<file path="config.mk">
export PLATFORM = sky130hd
export DESIGN_NAME = rptr_empty_sync
export DESIGN_NICKNAME = d
export VERILOG_FILES = /design/src/rtl/rptr_empty_sync.sv
export SDC_FILE = /design/constraint.sdc
export NUM_CORES = 1
export LEC_CHECK = 0
export CAP_MARGIN = 20
export CELL_PAD_IN_SITES_DETAIL_PLACEMENT = 0
export CELL_PAD_IN_SITES_GLOBAL_PLACEMENT = 1
export CORE_UTILIZATION = 34
export CTS_BUF_LIST = sky130_fd_sc_hd__clkbuf_4 sky130_fd_sc_hd__clkbuf_8
export DETAILED_ROUTE_END_ITERATION = 6
export GPL_ROUTABILITY_DRIVEN = 0
export PLACE_DENSITY = 0.82
export SLEW_MARGIN = 40
export SYNTH_ARGS = -nofsm -noshare
export SYNTH_HDL_FRONTEND = slang
export SYNTH_SLANG_ARGS = --single-unit
</file>
<file path="constraint.sdc">
create_clock -name rd_clk -period 1.79 [get_ports rd_clk]
set_clock_uncertainty 0.1 [all_clocks]
set_input_delay 0.358 -clock rd_clk [delete_from_list [all_inputs] [get_ports rd_clk]]
set_output_delay 0.358 -clock rd_clk [all_outputs]
set_load 0.02 [all_outputs]
</file>
<file path="src/rtl/rptr_empty_sync.sv">
// Read-side pointer and empty logic for an asynchronous FIFO.
// Synchronizes the Gray write pointer into rd_clk, advances the binary and
// Gray read pointers, and produces registered empty/level/underflow status.
// Optional feature macro: RPTR_LEVEL_EN (builds rlevel and ralmost_empty from
// the synchronized write pointer; without it rlevel is 0 and
// ralmost_empty follows rempty).
module rptr_empty_sync #(
    parameter int ASIZE    = 4,
    parameter int AE_LEVEL = 2
) (
    input  logic             rd_clk,
    input  logic             rrst_n,
    input  logic             rd_en,
    input  logic [ASIZE:0]   wptr_async,
    input  logic             rd_err_clr,
    output logic             rempty,
    output logic             ralmost_empty,
    output logic [ASIZE-1:0] raddr,
    output logic [ASIZE:0]   rptr,
    output logic [ASIZE:0]   rlevel,
    output logic             rd_underflow
);

    // Two-flop synchronizer stages; r_sync2 is the usable s_wptr.
    logic [ASIZE:0] r_sync1;
    logic [ASIZE:0] r_sync2;

    logic [ASIZE:0] r_rbin;
    logic [ASIZE:0] r_rptr;
    logic           r_rempty;
    logic           r_underflow;

    logic           w_rd_inc;
    logic [ASIZE:0] w_bnext;
    logic [ASIZE:0] w_gnext;

    // A read only advances the pointer when there is data to read.
    assign w_rd_inc = rd_en & ~r_rempty;
    assign w_bnext  = r_rbin + {{ASIZE{1'b0}}, w_rd_inc};
    assign w_gnext  = (w_bnext >> 1) ^ w_bnext;

    // Bring the write pointer into the read domain.
    always_ff @(posedge rd_clk or negedge rrst_n) begin
        if (!rrst_n) begin
            r_sync1 <= '0;
            r_sync2 <= '0;
        end else begin
            r_sync1 <= wptr_async;
            r_sync2 <= r_sync1;
        end
    end

    // Pointer advance and empty detection; empty uses the next pointer so
    // reading the last entry raises rempty at the same edge.
    always_ff @(posedge rd_clk or negedge rrst_n) begin
        if (!rrst_n) begin
            r_rbin   <= '0;
            r_rptr   <= '0;
            r_rempty <= 1'b1;
        end else begin
            r_rbin   <= w_bnext;
            r_rptr   <= w_gnext;
            r_rempty <= (w_gnext == r_sync2);
        end
    end

    // Sticky underflow: a new underflow takes priority over a clear.
    always_ff @(posedge rd_clk or negedge rrst_n) begin
        if (!rrst_n) begin
            r_underflow <= 1'b0;
        end else if (rd_en && r_rempty) begin
            r_underflow <= 1'b1;
        end else if (rd_err_clr) begin
            r_underflow <= 1'b0;
        end
    end

`ifdef RPTR_LEVEL_EN
    localparam logic [ASIZE:0] AE_LVL = (ASIZE+1)'(AE_LEVEL);

    logic [ASIZE:0] w_sbin;
    logic [ASIZE:0] w_level_next;
    logic [ASIZE:0] r_rlevel;
    logic           r_ralmost_empty;

    // Gray to binary: each binary bit is the XOR of all Gray bits at or above it.
    always_comb begin
        w_sbin = '0;
        for (int i = 0; i <= ASIZE; i++) begin
            w_sbin[i] = ^(r_sync2 >> i);
        end
    end

    // The synchronized write pointer lags, so this level never overstates data.
    assign w_level_next = w_sbin - w_bnext;

    // Register level and almost-empty alongside the pointer update.
    always_ff @(posedge rd_clk or negedge rrst_n) begin
        if (!rrst_n) begin
            r_rlevel        <= '0;
            r_ralmost_empty <= 1'b1;
        end else begin
            r_rlevel        <= w_level_next;
            r_ralmost_empty <= (w_level_next <= AE_LVL);
        end
    end

    assign rlevel        = r_rlevel;
    assign ralmost_empty = r_ralmost_empty;
`else
    assign rlevel        = '0;
    assign ralmost_empty = r_rempty;
`endif

    assign rempty       = r_rempty;
    assign raddr        = r_rbin[ASIZE-1:0];
    assign rptr         = r_rptr;
    assign rd_underflow = r_underflow;

endmodule
</file>
=== Yosys cells after proc, flatten, opt, wreduce, memory -nomap -nowiden ===
Cells that the tools add are included.

* Add/sub/neg operators: 1
* Multiply operators: 0
* Div/mod/pow operators: 0
* $lt $le $gt $ge: 0
* Eq/ne operators: 1
* Shifts and indexed selects: 0
* Multiplexer cells: 2
* Bitwise logic cells: 3
* Reduce and logical (&&, ||, !) cells: 2

{| class="wikitable"
|+ Operator list
! cell !! number
|-
| 5-bit by 1-bit adder with 5-bit output || 1
|-
| 5-bit == test || 1
|-
| 4-bit by 5-bit bitwise XOR with 5-bit output || 1
|-
| 1-bit 2-to-1 mux || 2
|-
| 2-bit nonzero test || 1
|-
| 1-bit AND || 1
|-
| 1-bit logical AND || 1
|-
| 1-bit NOT || 1
|}

* Flip-flop bits (word level): 22
* Latch bits: 0
* RAM bits: 0
* ROM bits: 0
* Input bits: 9
* Output and inout bits: 17
* Word-level logic and storage cells: 15
* Memories kept: 0

=== Depth between registers and ports, before layout ===
Gate-level depths: netlist (run 1).

* Depth in word-level cells: 5
* Depth in mapped cells: 8
* Gate-level depth less buffers: 7

=== Least setup slack after synthesis (run 1) ===
Ideal clock, no wire load.

* Path type: register to register
* Start point: register r_rempty (netlist: ralmost_empty)
* End point: register r_rempty (netlist: ralmost_empty)
* Library setup time: 0.068 ns
* Data arrival time: 1.893 ns
* Data required time: 1.622 ns
* Slack: -0.271 ns
* Stages on the path, launching flop included: 9
* Path buffers: 1
* Period minus slack after synthesis: 2.061 ns
* Cells stage by stage: dfstp_2 nor2b_1 ha_1 ha_1 buf_2 xnor3_1 nor3_2 o211ai_2 a21oi_2

* Longest elaborated chain between the ends: 5

{| class="wikitable"
|+ RTL lines
! element !! RTL line !! text
|-
| from (decl) || 30 || <nowiki>logic r_rempty;</nowiki>
|-
| from (signal assigned) || 63 || <nowiki>r_rempty <= (w_gnext == r_sync2);</nowiki>
|-
| 1-bit NOT || 38 || <nowiki>assign w_rd_inc = rd_en & ~r_rempty;</nowiki>
|-
| 1-bit AND || 38 ||
|-
| 5-bit by 1-bit adder with 5-bit output || 39 || <nowiki>assign w_bnext = r_rbin + {{ASIZE{1'b0}}, w_rd_inc};</nowiki>
|-
| 4-bit by 5-bit bitwise XOR with 5-bit output || 40 || <nowiki>assign w_gnext = (w_bnext >> 1) ^ w_bnext;</nowiki>
|-
| 5-bit == test || 63 ||
|}

No other way between the ends.
A chain may end at the register's enable or synchronous reset.

=== Worst setup path in the final report (run 1) ===
Same ends and word-level chain as after synthesis.

==> results of run 1 <==
## per-layer routing
metal	share of wire	GRT usage	wire [µm]	vias up
met4	0.0046	0.0263	6	0
met2	0.53	0.202	692	18
met5	0	0	0	-
met1	0.42	0.127	547	250
met3	0.053	0.0517	70	2
li1	-	-	-	263
## where the power goes
group	total [W]	internal, W	switching, W
Sequential	0.000726	0.000617	0.000109
Clock	0.000235	0.0000851	0.000150
Combinational	0.00133	0.000739	0.000593
Total	0.00229	0.00144	0.000852
## Yosys cell counts, drive strengths merged
master and n:
a21oi 1, a21o 1, o211ai 1, ha 2, nor3 1, a2bb2oi 1, inv 3, nor2b 1
buf 8, xor2 5, dfrtp 20, nand3 3, conb 1, a21boi 1, dfstp 1, nand2 3
and3 1, xnor3 2, xnor2 7, nand2b 1, and2 1, o21ai 1
## worst min-delay path by stage
stage               slack, ns                  from                  endpoint
global route             0.22                 rd_en  rd_underflow$_DFFE_PN0P_
global placement         0.23  r_sync1[0]$_DFF_PN0_      r_sync2[0]$_DFF_PN0_
CTS                      0.27                rrst_n  rd_underflow$_DFFE_PN0P_
floorplan               -0.04                rrst_n       r_rbin[0]$_DFF_PN0_
detailed placement       0.24  r_sync1[2]$_DFF_PN0_      r_sync2[2]$_DFF_PN0_
finish                   0.22                 rd_en  rd_underflow$_DFFE_PN0P_
## worst reg2reg max path: cells and delay by family, from the launching register on
| family | cells | cell delay (ns) |
|---|---|---|
| flip-flops | 1 | 0.60 |
| adder cells (fa/ha/maj) | 2 | 0.33 |
| AND/OR/NAND/NOR | 2 | 0.24 |
| XOR/XNOR | 1 | 0.24 |
| AO/OA/AOI/OAI | 2 | 0.17 |
## cells by family after synthesis
family,Yosys count,synth area share
and+or+nand+nor,11,0.0686
adders and majority gates,2,0.0280
DFF,21,0.590
other,1,0.00420
xor gates and xnor gates,14,0.168
buffers and inverters,11,0.0812
AOI/OAI and AO/OA,6,0.0602
## cell type report
class / instances / area [µm²] / area share
well taps: 30 / 37.5 / 0.0296
multi-input cells: 38 / 382 / 0.301
clock inverters: 1 / 7.51 / 0.00592
repair buffers: 31 / 282 / 0.222
flip-flops and latches: 21 / 527 / 0.415
inverters: 3 / 11.3 / 0.00888
clock buffers: 3 / 22.5 / 0.0178
## flip-flops by register name (all words and copies together), names as in the netlist
signal / cells
r_rbin: 5
r_sync1: 5
r_sync2: 5
rptr: 4
ralmost_empty: 1
rd_underflow: 1
## through the flow
step | hold slack (ns) | utilization | std cells | setup TNS, ns | setup WS (ns)
after floorplan | -0.0376 | - | 70 | -0.0833 | -0.0661
after global placement | 0.232 | 0.486 | 123 | -1.46 | -0.349
after detailed placement | 0.236 | 0.486 | 123 | -1.68 | -0.381
after CTS | 0.266 | 0.499 | 127 | -0.0110 | -0.0110
after global routing | 0.215 | 0.512 | 127 | -0.0265 | -0.0265
final | 0.217 | 0.512 | 127 | 0 | 0.0551
## repair_timing
| item | 4_1_cts | 5_1_grt |
|---|---|---|
| setup buffers | 0 | 0 |
| resized for setup | 8 | 5 |
| gates cloned | 0 | 0 |
| pin swaps | 2 | 2 |
| setup endpoints to repair | 7 | 3 |
==> results_dict.tcl, run 1 <==
set metrics [dict create \
    critPathLaunch "ralmost_empty$_DFF_PN1_" \
    fin_area_um2 1270 \
    place_area_um2 1200 \
    drive_gt1_frac 0.289 \
    top_level_ports 26 \
    grt_max_degree 22 \
    num-nets-final 109 \
    routed_wl_mm 1.32 \
    drtIter0Drc 4 \
    grt_usage 0.116 \
    drv_slew 0 \
    cap_violations 0 \
    powerDensity_nw_per_um2 1810 \
    netlist_area_um2 893 \
    clock_latency_ns 0.30 \
    cts_hold_buffers 0 \
    period_share 0.969 \
    drc 0 \
    critPathRequiredTime_ns 1.94 \
    clk_pin_slew_worst_paths_ns 0.12 \
    fp.dieH_um 53.3 \
    irDropWorstVdd_mv 0.904 \
    rows 18 \
    hp-class "in2reg" \
    avgSynthCellArea_um2 13.5 \
    critPathSlowestCell "dfstp_2" \
    grt_pass1_vias 514 \
    r2r_setup_slack_ns 0.06 \
    start_util 0.361 \
    reg2reg_from "ralmost_empty$_DFF_PN1_" \
    routed_via_density 4.20 \
    grt-ovfl-total 0 \
    crit_path_frequent_cell "ha_4" \
    finalPower_w 0.00229 \
    cts.htree.levels 1 \
    critPathLaunchType "flip-flop" \
    die_width_um 53.3 \
    area_growth_pct 42.0 \
    status "finished clean" \
    fmaxAchievable_mhz 576 \
    dp_hpwl_mm 1.04 \
    worst_hold_path.num_cells 3 \
    core-area_um2 2480 \
    crit_fanout 5 \
    ys_warn_count 0 \
    synth_cell_types 24 \
    final_hold_viol_count 0 \
    cts_buffers 3 \
    endpoint_kind "flip-flop" \
    fillers 220 \
    cts_sinks 21 \
    netlist_instances 66 \
    worstPathCellList "nor2b_4 > ha_4 > ha_4 > xnor3_1 > and3_4 > o211ai_2 > a21oi_2" \
    synth_top_area_cell "dfrtp_1" \
    cpPeakStageDelay_ns 0.60 \
    ant_nets 0 \
    grt_setup_unrepaired "true" \
    r2r_cells 7 \
    vias 533 \
    wire_per_inst_um 10.4 \
    grt_first_pass_wirelength_mm 2.21 \
    die-area_um2 2840 \
    endpoint "ralmost_empty$_DFF_PN1_" \
    ys_ff_latch 21 \
    layout_commonest_cell "dfrtp_1" \
    final_cell_mix "20 x dfrtp_1, 13 x clkdlybuf4s50_1, 11 x buf_4" \
    synth_top_cell_area_share 0.560 \
    setup_viol 0 \
    synth-seq-area-share 0.590 \
    dr.pass1.iters 2 \
    critical_path_class "reg2reg" \
    arrival_ns 1.89 \
    crit_cells 7 \
    r2r-end "ralmost_empty$_DFF_PN1_" \
    clockRootBuffer "clkbuf_4" \
    cts_tree "yes" \
    worstPathBufferInverterCount 0 \
    cpLargestDelayFamily "flip-flops" \
    port_buffers 20 \
    cts_buffer_depth 2 \
    finalCriticalPeriod_ns 1.73 \
    diodes 0 \
    p_leak_nw 0.591 \
    antenna_found_initial 0 \
    synthTopCellsByArea "dfrtp_1 56%, xnor2_1 6.9%, buf_4 5.0%, xnor3_1 5.0%, xor2_1 4.9%" \
]
Note: power is estimated with default switching activity, not from simulation.
==> run 2: changes to the inputs <==
--- a/config.mk
+++ b/config.mk
@@ -13,6 +13,7 @@
 export DETAILED_ROUTE_END_ITERATION = 6
 export GPL_ROUTABILITY_DRIVEN = 0
 export PLACE_DENSITY = 0.82
+export SETUP_SLACK_MARGIN = 0.05
 export SLEW_MARGIN = 40
 export SYNTH_ARGS = -nofsm -noshare
 export SYNTH_HDL_FRONTEND = slang
==> run 2 against run 1 <==
Routed wire length decreased by 0.30%. Design area decreased by 0.20%. Worst setup slack about the same. Hold slack improved by 0.047 ns. Critical path type unchanged.
==> results_dict.tcl, run 2 (same netlist as run 1, synthesis figures left out) <==
set metrics [dict create \
    cts_buffers 3 \
    powerDensity_nw_per_um2 1790 \
    rows 18 \
    final_cells 127 \
    die-area_um2 2840 \
    grt_max_degree 22 \
    utilization 0.511 \
    critical_path_class "reg2reg" \
    port_buffers 20 \
    fillers 219 \
    final_cell_mix "20 x dfrtp_1, 11 x buf_4, 9 x dlygate4sd2_1" \
    status "finished clean" \
    drtIter0Drc 4 \
    grt-ovfl-total 0 \
    cap_violations 0 \
    grt_pass1_vias 524 \
    seq_area_um2 527 \
    top_level_ports 26 \
    area_growth_pct 41.7 \
    hp-class "reg2reg" \
    fin_ws_ns 0.0555 \
    drive_gt1_frac 0.289 \
    clock_latency_ns 0.30 \
    num-nets-final 109 \
    grt_usage 0.116 \
    ant_nets 0 \
    clk_pin_slew_worst_paths_ns 0.12 \
    arrival_ns 1.88 \
    critPathLaunchType "flip-flop" \
    drc 0 \
    routed_via_density 4.15 \
    top_regs "r_rbin (5), r_sync1 (5), r_sync2 (5)" \
    core-area_um2 2480 \
    finalCriticalPeriod_ns 1.73 \
    dp_hpwl_mm 1.04 \
    period_share 0.969 \
    cts.htree.levels 1 \
    critPathRequiredTime_ns 1.94 \
    fin_tns_setup_ns 0 \
    drv_slew 0 \
    start_util 0.361 \
    dr.pass1.iters 2 \
    multi_input_area_um2 382 \
    endpoint_kind "flip-flop" \
    dp_cells 123 \
    vias 527 \
    wire_per_inst_um 10.3 \
    dp_slack_ns -0.381 \
    irDropWorstVdd_mv 0.868 \
    setup_viol 0 \
    antenna_found_initial 0 \
    diodes 0 \
    grt_first_pass_wirelength_mm 2.23 \
    fp.dieH_um 53.3 \
    cts_sinks 21 \
    cts_tree "yes" \
    crit_fanout 5 \
    p_leak_nw 0.609 \
    final_hold_viol_count 0 \
    grt_setup_unrepaired "true" \
    layout_commonest_cell "dfrtp_1" \
    finalPower_w 0.00226 \
    routed_wl_mm 1.31 \
    die_width_um 53.3 \
    fmaxAchievable_mhz 577 \
    cts_buffer_depth 2 \
    clockRootBuffer "clkbuf_4" \
]
[run 2: what timing repair did]
action / CTS / global route
hold buffers: 0 / 0
pin swaps: 3 / 2
setup endpoints to repair: 10 / 7
setup buffers: 0 / 0
resized for setup: 14 / 4
cloned: 0 / 0
[run 2: cell type report]
type	count	area share
multi-input combinational	38	0.301
clock buffer	3	0.0178
tap	30	0.0296
inverter	3	0.00889
sequential	21	0.416
clock inverter	1	0.00593
timing repair buffer	31	0.220
[run 2: routing by layer]
layer / vias to the layer above / track usage / part of all wire
li1: 263 / - / -
met2: 18 / 0.204 / 0.52
met5: - / 0 / 0
met1: 246 / 0.125 / 0.42
met3: 0 / 0.0517 / 0.057
met4: 0 / 0.0263 / 0
[run 2: path summary, 6_finish.rpt]
check	slack, ns	to	from	cells after the start
worst max-delay path	0.06	ralmost_empty$_DFF_PN1_	ralmost_empty$_DFF_PN1_	7
worst min-delay path	0.26	r_sync2[3]$_DFF_PN0_	r_sync1[3]$_DFF_PN0_	0
worst max register to register	0.06	ralmost_empty$_DFF_PN1_	ralmost_empty$_DFF_PN1_	7
worst min register to register	0.26	r_sync2[3]$_DFF_PN0_	r_sync1[3]$_DFF_PN0_	0
max in group asynchronous	1.04	ralmost_empty$_DFF_PN1_	rrst_n	2
min in group asynchronous	0.27	r_rbin[0]$_DFF_PN0_	rrst_n	2
[run 2: power breakdown]
part | internal, W | leakage, nW | switching, W
sequential | 0.000616 | 0.246 | 0.000107
clock | 0.0000851 | 0.0139 | 0.000149
combinational | 0.000713 | 0.349 | 0.000591
total | 0.00141 | 0.609 | 0.000847
[run 2: worst max-delay path, stage by stage, from the launching register on]
cell      delay (ns)
dfstp_2         0.60
nor2b_4         0.05
ha_4            0.16
ha_4            0.17
xnor3_1         0.24
and3_4          0.19
o211ai_2        0.07
a21oi_2         0.10
[run 2: per-stage QoR]
step                      hold slack [ns]  instance area, µm²
after floorplan                   -0.0376                 951
after global placement              0.232                1200
after detailed placement            0.236                1200
after CTS                           0.266                1250
after global routing                0.278                1270
final                               0.263                1270
==> run 3: changes to the inputs <==
--- a/config.mk
+++ b/config.mk
@@ -8,11 +8,11 @@
 export CAP_MARGIN = 20
 export CELL_PAD_IN_SITES_DETAIL_PLACEMENT = 0
 export CELL_PAD_IN_SITES_GLOBAL_PLACEMENT = 1
-export CORE_UTILIZATION = 34
+export CORE_UTILIZATION = 38
 export CTS_BUF_LIST = sky130_fd_sc_hd__clkbuf_4 sky130_fd_sc_hd__clkbuf_8
 export DETAILED_ROUTE_END_ITERATION = 6
 export GPL_ROUTABILITY_DRIVEN = 0
-export PLACE_DENSITY = 0.82
+export PLACE_DENSITY = 0.86
 export SETUP_SLACK_MARGIN = 0.05
 export SLEW_MARGIN = 40
 export SYNTH_ARGS = -nofsm -noshare
==> constraint.sdc (replaced) <==
create_clock -name rd_clk -period 1.65 [get_ports rd_clk]
set_clock_uncertainty 0.1 [all_clocks]
set_input_delay 0.33 -clock rd_clk [delete_from_list [all_inputs] [get_ports rd_clk]]
set_output_delay 0.33 -clock rd_clk [all_outputs]
set_load 0.02 [all_outputs]
==> run 3 against run 2 <==
The flow now finishes with violations (negative setup slack). Core utilization grew 8.3 points. Global-route usage grew 2.4 points. Register-to-register slack lost 0.15 ns. Critical path type unchanged. Largest power group unchanged. Fmax shrank 0.67%. Largest cell class unchanged. Die area shrank 10%. Worst setup slack lost 0.15 ns.
==> results_dict.tcl, run 3 (same netlist as run 1, synthesis figures left out) <==
set metrics [dict create \
    cts_buffer_depth 2 \
    setup_viol 2 \
    endpoint_kind "flip-flop" \
    routed_wl_mm 1.48 \
    fin_area_um2 1310 \
    clockRootBuffer "clkbuf_4" \
    powerDensity_nw_per_um2 1970 \
    drive_gt1_frac 0.382 \
    final_cell_mix "19 x dfrtp_1, 15 x buf_4, 11 x dlygate4sd2_1" \
    start_util 0.404 \
    wire_per_inst_um 11.4 \
    cts_tree "yes" \
    intPower_w 0.00161 \
    fp.dieH_um 50.5 \
    dp_slack_ns -0.534 \
    port_buffers 20 \
    cts_hold_buffers 0 \
    critical_path_class "reg2reg" \
    dp_hpwl_mm 1.15 \
    final_hold_viol_count 0 \
    clockPowerShare 0.100 \
    crit_fanout 5 \
    period_share 1.06 \
    status "finished with violations" \
    area_growth_pct 47.1 \
    core-area_um2 2210 \
    cap_violations 0 \
    finalCriticalPeriod_ns 1.75 \
    die-area_um2 2550 \
    clock_latency_ns 0.29 \
    drv_slew 0 \
    critPathRequiredTime_ns 1.79 \
    fin_ws_ns -0.0962 \
    diodes 0 \
    routed_via_density 4.56 \
    p_leak_nw 0.619 \
    grt_max_degree 12 \
    antenna_found_initial 0 \
    drc 0 \
    top_regs "r_rbin (5), r_sync1 (5), r_sync2 (5)" \
    ant_nets 0 \
    power_frac_seq 0.293 \
    drtIter0Drc 9 \
    vias 593 \
    grt_first_pass_wirelength_mm 2.56 \
    utilization 0.594 \
    violations "negative setup slack" \
    combPwrFrac 0.607 \
    cts_buffers 3 \
    irDropWorstVdd_mv 0.984 \
    cts.htree.levels 1 \
    multi_input_area_um2 397 \
    grt_usage 0.140 \
    place_area_um2 1230 \
    rows 17 \
    grt_pass1_vias 581 \
    grt-ovfl-total 0 \
    num-nets-final 114 \
    grt_setup_unrepaired "true" \
    hp-class "in2async" \
    netSwitchingFraction 0.376 \
    critPathLaunch "ralmost_empty$_DFF_PN1_" \
    reg2reg_from "ralmost_empty$_DFF_PN1_" \
    layout_commonest_cell "dfrtp_1" \
    fillers 206 \
    clk_pin_slew_worst_paths_ns 0.11 \
    arrival_ns 1.88 \
    cts_sinks 21 \
    dr.pass1.iters 4 \
    switchingPower_w 0.000972 \
    fmaxAchievable_mhz 573 \
    top_level_ports 26 \
    whs_ns 0.166 \
    seq_area_um2 528 \
    critPathLaunchType "flip-flop" \
    die_width_um 50.5 \
    finalPower_w 0.00259 \
]
run 3: area by class of cell:
type | count | area share
Inverter | 3 | 0.00857
Multi-Input combinational cell | 38 | 0.302
Timing Repair Buffer | 36 | 0.238
Tap cell | 28 | 0.0267
Sequential cell | 21 | 0.402
Clock buffer | 4 | 0.0229
run 3: what timing repair did:
action	CTS	global route
pin swaps	5	2
resized for setup	22	11
buffers inserted	0	1
endpoints found under the setup margin	17	7
run 3: layer usage:
metal | share of wire | vias up | track usage | routed length, µm
met5 | 0 | - | 0 | 0
met1 | 0.40 | 287 | 0.161 | 588
met2 | 0.54 | 28 | 0.256 | 802
met3 | 0.043 | 7 | 0.0333 | 64
li1 | - | 271 | - | -
met4 | 0.020 | 0 | 0.0370 | 29
run 3: per-stage QoR:
stage | instances | TNS [ns]
final | 130 | -0.140
after global routing | 130 | -0.312
after CTS | 129 | -0.192
after detailed placement | 125 | -2.75
after global placement | 125 | -2.37
after floorplan | 70 | -0.363
run 3: final timing paths:
check,depth (start not counted),end,slack (ns)
max in group asynchronous,2,r_sync2[2]$_DFF_PN0_,0.86
min in group rd_clk,0,r_sync2[0]$_DFF_PN0_,0.26
worst max-delay path,7,ralmost_empty$_DFF_PN1_,-0.1
worst min register to register,0,r_sync2[0]$_DFF_PN0_,0.26
worst max register to register,7,ralmost_empty$_DFF_PN1_,-0.1
worst min-delay path,1,r_rbin[4]$_DFF_PN0_,0.17
run 3: power groups by stage:
stage	clock (W)	combinational [W]	sequential, W
CTS	0.000265	0.00149	0.000755
global route	0.000292	0.00171	0.000773
detailed placement	0	0.00152	0.000763
global placement	0	0.00147	0.000757
finish	0.000260	0.00157	0.000757
floorplan	0	0.000725	0.000958
run 3: critical path: stages (launching register included):
cell and delay [ns]:
dfstp_2 0.58, nor2b_4 0.05, ha_4 0.16, ha_4 0.18
xnor3_1 0.24, and3_1 0.17, o211ai_2 0.08, a21oi_2 0.12
